<file path="config.mk">
export PLATFORM = sky130hd
export DESIGN_NAME = bcd_display_scan
export DESIGN_NICKNAME = d
export VERILOG_FILES = /design/src/rtl/bcd_display_pkg.sv /design/src/rtl/bcd_to_7seg.sv /design/src/rtl/bcd_display_scan.sv
export SDC_FILE = /design/constraint.sdc
export NUM_CORES = 1
export LEC_CHECK = 0
export ABC_CLOCK_PERIOD_IN_PS = 2100
export CAP_MARGIN = 20
export CORE_MARGIN = 5
export CORE_UTILIZATION = 51
export CTS_BUF_LIST = sky130_fd_sc_hd__clkbuf_8
export DETAILED_ROUTE_END_ITERATION = 6
export GPL_TIMING_DRIVEN = 0
export PLACE_DENSITY = 0.78
export SKIP_LAST_GASP = 1
export SYNTH_ARGS = -nofsm -noshare
export SYNTH_HDL_FRONTEND = slang
export SYNTH_SLANG_ARGS = --single-unit
</file>
<file path="constraint.sdc">
create_clock -name clk -period 2.1 [get_ports clk]
set_input_delay 0.21 -clock clk [delete_from_list [all_inputs] [get_ports clk]]
set_output_delay 0.21 -clock clk [all_outputs]
set_load 0.01 [all_outputs]
</file>
<file path="src/rtl/bcd_display_pkg.sv">
// Shared constants for the 4-digit BCD scan display: digit count,
// 7-segment patterns ({g,f,e,d,c,b,a}, active-high) and the all-off anode code.
package bcd_display_pkg;

   localparam int NUM_DIGITS = 4;

   localparam logic [6:0] SEG_0     = 7'b0111111;
   localparam logic [6:0] SEG_1     = 7'b0000110;
   localparam logic [6:0] SEG_2     = 7'b1011011;
   localparam logic [6:0] SEG_3     = 7'b1001111;
   localparam logic [6:0] SEG_4     = 7'b1100110;
   localparam logic [6:0] SEG_5     = 7'b1101101;
   localparam logic [6:0] SEG_6     = 7'b1111101;
   localparam logic [6:0] SEG_7     = 7'b0000111;
   localparam logic [6:0] SEG_8     = 7'b1111111;
   localparam logic [6:0] SEG_9     = 7'b1101111;
   localparam logic [6:0] SEG_DASH  = 7'b1000000;
   localparam logic [6:0] SEG_BLANK = 7'b0000000;

   localparam logic [3:0] DIGIT_OFF = 4'b1111;

endpackage

</file>
<file path="src/rtl/bcd_to_7seg.sv">
// Combinational BCD nibble to 7-segment decoder; non-BCD codes show a dash.
module bcd_to_7seg
   import bcd_display_pkg::*;
(
   input  logic [3:0] bcd,
   output logic [6:0] seg
);

   // Map each nibble to its segment pattern, dash for 10..15.
   always_comb begin
      seg = SEG_DASH;
      case (bcd)
         4'd0:    seg = SEG_0;
         4'd1:    seg = SEG_1;
         4'd2:    seg = SEG_2;
         4'd3:    seg = SEG_3;
         4'd4:    seg = SEG_4;
         4'd5:    seg = SEG_5;
         4'd6:    seg = SEG_6;
         4'd7:    seg = SEG_7;
         4'd8:    seg = SEG_8;
         4'd9:    seg = SEG_9;
         default: seg = SEG_DASH;
      endcase
   end

endmodule

</file>
<file path="src/rtl/bcd_display_scan.sv">
// MM:SS BCD shadow register time-multiplexed onto a common-anode 4-digit
// display, with leading-zero blanking of the min-tens digit and whole-display
// blinking. Outputs are registered, so every change shows up one cycle later.
module bcd_display_scan
   import bcd_display_pkg::*;
#(
   parameter int REFRESH_DIV = 50000,
   parameter int BLINK_TICKS = 250
)(
   input  logic        clk,
   input  logic        resetn,
   input  logic [15:0] digits,
   input  logic        load,
   input  logic        enablen,
   input  logic        blank_lz,
   input  logic        blink,
   output logic [6:0]  seg,
   output logic        dp,
   output logic [3:0]  an_n
);

   localparam int PRE_W = $clog2(REFRESH_DIV);
   localparam int BLK_W = $clog2(BLINK_TICKS + 1);
   localparam int IDX_W = $clog2(NUM_DIGITS);
   localparam logic [PRE_W-1:0] PRE_MAX = PRE_W'(REFRESH_DIV - 1);
   localparam logic [BLK_W-1:0] BLK_MAX = BLK_W'(BLINK_TICKS - 1);

   logic [15:0]      shadow_q, shadow_d;
   logic [PRE_W-1:0] pre_q, pre_d;
   logic [IDX_W-1:0] idx_q, idx_d;
   logic [BLK_W-1:0] bcnt_q, bcnt_d;
   logic             phase_q, phase_d;
   logic [6:0]       seg_q, seg_d;
   logic             dp_q, dp_d;
   logic [3:0]       an_q, an_d;

   logic             tick;
   logic [3:0]       nibble;
   logic [6:0]       seg_dec;
   logic             dark;

   bcd_to_7seg u_dec (
      .bcd (nibble),
      .seg (seg_dec)
   );

   // Next-state for shadow, prescaler, scan index, blink timer and output stage.
   always_comb begin
      shadow_d = load ? digits : shadow_q;

      tick  = (pre_q == PRE_MAX);
      pre_d = tick ? '0 : pre_q + 1'b1;
      idx_d = tick ? idx_q + 1'b1 : idx_q;

      // Holding blink low parks the timer so a new blink starts visible.
      bcnt_d  = bcnt_q;
      phase_d = phase_q;
      if (!blink) begin
         bcnt_d  = '0;
         phase_d = 1'b0;
      end else if (tick) begin
         if (bcnt_q == BLK_MAX) begin
            bcnt_d  = '0;
            phase_d = ~phase_q;
         end else begin
            bcnt_d = bcnt_q + 1'b1;
         end
      end

      nibble = shadow_q[3:0];
      case (idx_q)
         2'd0:    nibble = shadow_q[15:12];
         2'd1:    nibble = shadow_q[11:8];
         2'd2:    nibble = shadow_q[7:4];
         default: nibble = shadow_q[3:0];
      endcase

      dark = enablen
           | (blink & phase_q)
           | (blank_lz & (idx_q == 2'd0) & (shadow_q[15:12] == 4'd0));

      an_d  = dark ? DIGIT_OFF : ~(4'b1000 >> idx_q);
      seg_d = dark ? SEG_BLANK : seg_dec;
      // The decimal point after min units forms the MM.SS separator.
      dp_d  = ~dark & (idx_q == 2'd1);
   end

   // State and output registers; reset overrides load and blanks the display.
   always_ff @(posedge clk) begin
      if (!resetn) begin
         shadow_q <= '0;
         pre_q    <= '0;
         idx_q    <= '0;
         bcnt_q   <= '0;
         phase_q  <= 1'b0;
         seg_q    <= SEG_BLANK;
         dp_q     <= 1'b0;
         an_q     <= DIGIT_OFF;
      end else begin
         shadow_q <= shadow_d;
         pre_q    <= pre_d;
         idx_q    <= idx_d;
         bcnt_q   <= bcnt_d;
         phase_q  <= phase_d;
         seg_q    <= seg_d;
         dp_q     <= dp_d;
         an_q     <= an_d;
      end
   end

   assign seg  = seg_q;
   assign dp   = dp_q;
   assign an_n = an_q;

endmodule

</file>
# [After elaboration in Yosys (flattened, before gate mapping)]
# Memories as Yosys holds them, arrays and structs flattened. A register that Yosys moved wholly into a read port is not among the register bits.
# Cells that the tools add are included.
[word_totals] reg_bits=48 mem_bits_ro=112 input_bits=22 out_inout_bits=12 word_cells=34 mem_count=1
[mem_list] memory="(no name shown)" words=16 word_bits=7 read_ports=1 rd_clocked_by_memory_dff=1 wr=0 line_no="bcd_to_7seg.sv:12" rtl="case (bcd)"
[op_classes] addsub=3 eq_ne=4 n_shift=1 mux=2 bitwise=10 n_reduce_logical=6
[op_table] cell="16-bit by 1-bit adder with 16-bit output, second input constant" n=1
[op_table] cell="16-bit equality test, second input constant" n=1
[op_table] cell="4-bit one-hot mux with 3 select lines" n=1
[op_table] cell="8-bit by 1-bit adder with 8-bit output, second input constant" n=1
[op_table] cell="8-bit equality test, second input constant" n=1
[op_table] cell="8-bit two-way mux" n=1
[op_table] cell="1-bit bitwise AND" n=4
[op_table] cell="4-bit logical NOT" n=1
[op_table] cell="4-bit NOT" n=1
[op_table] cell="2-bit AND reduction" n=2
[op_table] cell="2-bit OR reduction" n=2
[op_table] cell="4-bit by 2-bit >> shifter with 4-bit output, first input constant" n=1
[op_table] cell="1-bit NOT" n=3
[op_table] cell="2-bit by 1-bit adder with 2-bit output, second input constant" n=1
[op_table] cell="2-bit by 1-bit equality test with 1-bit output, second input constant" n=1
[op_table] cell="2-bit equality test, second input constant" n=1
[op_table] cell="2-bit logical NOT" n=1
[op_table] cell="1-bit OR" n=2

# [Depth between registers and ports, before layout]
[depth] depth_word=6 ltp_mapped=9 mapped_depth_nobuf=9

# [By module]
# A second synthesis with hierarchy kept.
[hier_totals] cells_unflattened=277 area_unflattened_um2=2586.2
[modules_own_cells] module="bcd_display_scan" instances=1 cells_each=248 area_each_um2=2358.5 seq_area_each_um2=1101.1
[modules_own_cells] module="bcd_to_7seg" instances=1 cells_each=29 area_each_um2=227.7 seq_area_each_um2=0.0

# [Worst setup path before layout]
# No wires, ideal clock.
[synth_path] kind="flip-flop to flip-flop" from="register idx_q[0]" to="register seg_q[3] (netlist: seg[3])" setup_time_ns=0.067 arrival_ns=1.954 t_required_ns=2.033 slack_ns=0.079 path_stages_with_launch=10 path_buffers=0 period_less_slack_ns=2.021 cell_sequence="dfxtp_1 -> inv_1 -> ha_1 -> a222oi_1 -> a21o_1 -> inv_1 -> ha_1 -> inv_1 -> mux2_2 -> o21ai_2"
[synth_between] elab_chain_len=5 word_cells_on_any_way=8 classes_between="eq/ne (2); mux (1); bitwise (3); reduce/logical (2)"
[synth_rtl] element="from (decl)" line_no="bcd_display_scan.sv:30" rtl="logic [IDX_W-1:0] idx_q, idx_d;"
[synth_rtl] element="from (signal assigned)" line_no="bcd_display_scan.sv:102" rtl="idx_q <= idx_d;"
[synth_rtl] element="2-bit logical NOT" line_no="bcd_display_scan.sv:71, bcd_display_scan.sv:80"
[synth_rtl] element="1-bit bitwise AND (2 in series)" line_no="bcd_display_scan.sv:80" rtl="| (blank_lz & (idx_q == 2'd0) & (shadow_q[15:12] == 4'd0));"
[synth_rtl] element="1-bit OR" line_no="bcd_display_scan.sv:80"
[synth_rtl] element="2-bit OR reduction (no source line)"
[synth_rtl] element="to (decl)" line_no="bcd_display_scan.sv:33" rtl="logic [6:0] seg_q, seg_d;"
# Parallel ways exist; a longest one is shown, timed or not.
# A chain may end at the register's enable or synchronous reset.

# [Worst setup path in the final report]
[layout_path] from="register idx_q[1]" to="register seg_q[3] (netlist: seg[3])"
# The elaborated chain is that of the path after synthesis.

==> metrics <==
status complete, no violations; fin area 0.003237 mm²; row cnt 25; worst reg2reg startpoint idx_q[1]; Clock Path Buffers 2; Post-DRT Antenna Nets 0; clk slew on worst S/H paths 0.10 ns; # setup viols final 0; CP Launch Point idx_q[1]; final wirelength between 5000 and 6000 µm; asr flop ratio synth 0%; Max Slew Vio Count 0; worst slew pin tran 0.5252 ns; PortBufs 32; top cell type by total area after synthesis dfxtp_1; VDD IR-drop max 0.0005385 V; post-synth cell types 43; Slew headroom 64.98%; startpoint types register; Syn Nets 299; Mapped Cells 263; die width ~80 µm; H-tree Lvls 2; worst-path cell chain inv_4 -> ha_4 -> buf_4 -> a22oi_2 -> o2bb2ai_4 -> inv_1 -> ha_4 -> inv_2 -> mux2_4 -> o21ai_2; Period minus WS final 2.070 ns; Worst R2R Setup Slack 0.03 ns; leakage 1.272 nW; crit path max fanout 6; PwrDens 659.0 mW/mm²; largest net degree at the start of global routing 18; fraction of layout cells with a size suffix above 1 15.87%; GRT Total Usage between 15 and 20%; Starting Density roughly 53%; initial antenna violation count 0; slowest stage delay, CP 0.38 ns; worst hold slack ~0.45 ns; crit share post-route 98.58%; via count 2036; Post-Layout Cell Count around 380; first-pass GRT wire length about 8600 µm; Chip Height 80.12 µm; clock insertion delay at the later pin of the skew report 0.31 ns; residual DRC count 0; total CTS buffers 5; CTS tree yes; # nets final 350; most used cell, CP ha_4; GR Overflow Total 0; drt first pass iters 4; Worst Path Required 2.35 ns; most common cell in the netlist dfxtp_1; die footprint roughly 0.0064 mm²; Yosys reg bits 55; Via density 5.330; top cell type's share of synthesized area 43.91%; crit path kind register to register; unrepaired setup endpoints after global routing yes; Top Ports 34; clk_skew roughly 0.0063 ns; WP data arrival roughly 2.3 ns; maxcap violations 0; Ys Warns 0; Core ar. 0.004755 mm²; WL/cell 14.05 µm; sequential area share after synthesis 43.91%; 1st-iter DRT viols 129; crit path to seg[3]; Synth Area per Inst 9.534 µm²; placed instance area between 0.002 and 0.003 mm²; detailed placement HPWL about 3600 µm; reg2reg path depth 10; Worst Setup End Kind register; Root Buffer clkbuf_8; top cells by count, synth 55 x dfxtp_1, 20 x nor2b_1, 18 x mux2i_1, 17 x nor2_1, 15 x nand2_1; final core occ 68.08%; FF-to-FF End seg[3]; placed cells 362; Slowest cell on crit path dfxtp_4; Post-synth EDFFs 0; Final Hold Fails 0; synthesis-to-layout area growth 29.09%; FMAX ~480 MHz; top cells by area, synth dfxtp_1 44%, mux2i_1 7.2%, ha_1 7.0%; Hold Crit Class input pin to register; clock sinks 55; Netlist Area Pre-Place 0.002507 mm²; Post-CTS Hold Buffers 0; gp weighted congestion 0.8587; vias in the first global route between 1500 and 2000; # diodes 0; Most used DFF post-synth dfxtp_1
sequential cells by signal, indices dropped and copies added, names as in the netlist:
register  cells
an_n          4
bcnt_q        8
dp            1
idx_q         2
phase_q       1
pre_q        16
seg           7
shadow_q     16
critical path, delay by kind of cell, from the launching register on:
family | cells | cell delay [ns]
muxes | 1 | 0.25
adders and majority gates | 2 | 0.46
buffers and inverters | 4 | 0.34
AOI/OAI and AO/OA | 3 | 0.56
DFF | 1 | 0.38
layout by cell type (no fill, tap or decap), types with 5 or more instances in the layout:
cell             instances
dfxtp_1                 53
clkdlybuf4s50_1         32
nor2b_1                 20
mux2i_1                 18
nor2_1                  17
nand2_1                 15
a21oi_1                 14
buf_4                   12
o21ai_0                 11
nand3_1                 11
xor2_1                  11
nand4_1                  9
or3_1                    8
ha_1                     8
inv_1                    5
clkbuf_1                 5
clkbuf_8                 5
kinds of logic after synthesis:
group                    count (synthesis)  share of synthesized area [%]
AO/OA/AOI/OAI                           44                          11.43
XOR/XNOR                                14                          4.890
adder cells (fa/ha/maj)                 14                          6.986
buffers and inverters                   20                          3.243
flip-flops                              55                          43.91
multiplexers                            21                          8.682
AND/OR/NAND/NOR                         95                          20.86
power breakdown:
part           leakage [nW]  switching, W  internal (W)  total (W)
sequential            0.450     0.0000185       0.00107    0.00109
combinational         0.758     0.0000955      0.000120   0.000216
clock                0.0644      0.000350      0.000475   0.000825
per-layer routing:
layer / routed length (µm) / track usage (%)
met5: 0 / 0
met3: 275 / 2.915
met1: 2441 / 21.70
met2: 2561 / 27.65
met4: 89 / 7.601
final cells by class:
type                            instances  area [µm²]
Clock buffer                            5       68.82
Buffer                                 10       46.29
Timing Repair Buffer                   44       410.4
Clock inverter                          3       67.56
Tap cell                               67       83.83
Fill cell                             385        1518
Sequential cell                        55        1109
Inverter                               10       43.79
Multi-Input combinational cell        188        1408
through the flow:
| stage | setup WS [ns] | total power, W | setup TNS (ns) |
|---|---|---|---|
| after floorplan | 0.07881 | 0.001225 | 0 |
| after global placement | -0.1964 | 0.001309 | -0.9507 |
| after detailed placement | -0.2489 | 0.001315 | -1.359 |
| after CTS | -0.005955 | 0.002133 | -0.01006 |
| after global routing | -0.05104 | 0.002221 | -0.2455 |
| final | 0.02977 | 0.002133 | 0 |
timing repair:
item | 4_1_cts | 5_1_grt
cloned | 0 | 0
gates resized for setup | 4 | 20
pin swaps | 3 | 5
setup endpoints to repair | 7 | 10
buffers inserted | 2 | 10
worst min-delay path by stage:
stage	start	to	depth (start not counted)
finish	load	shadow_q[15]	3
global route	load	shadow_q[2]	3
CTS	load	shadow_q[0]	3
detailed placement	pre_q[0]	pre_q[0]	1
global placement	pre_q[0]	pre_q[0]	1
floorplan	blink	bcnt_q[5]	2
(Power assumes the default switching activity.)
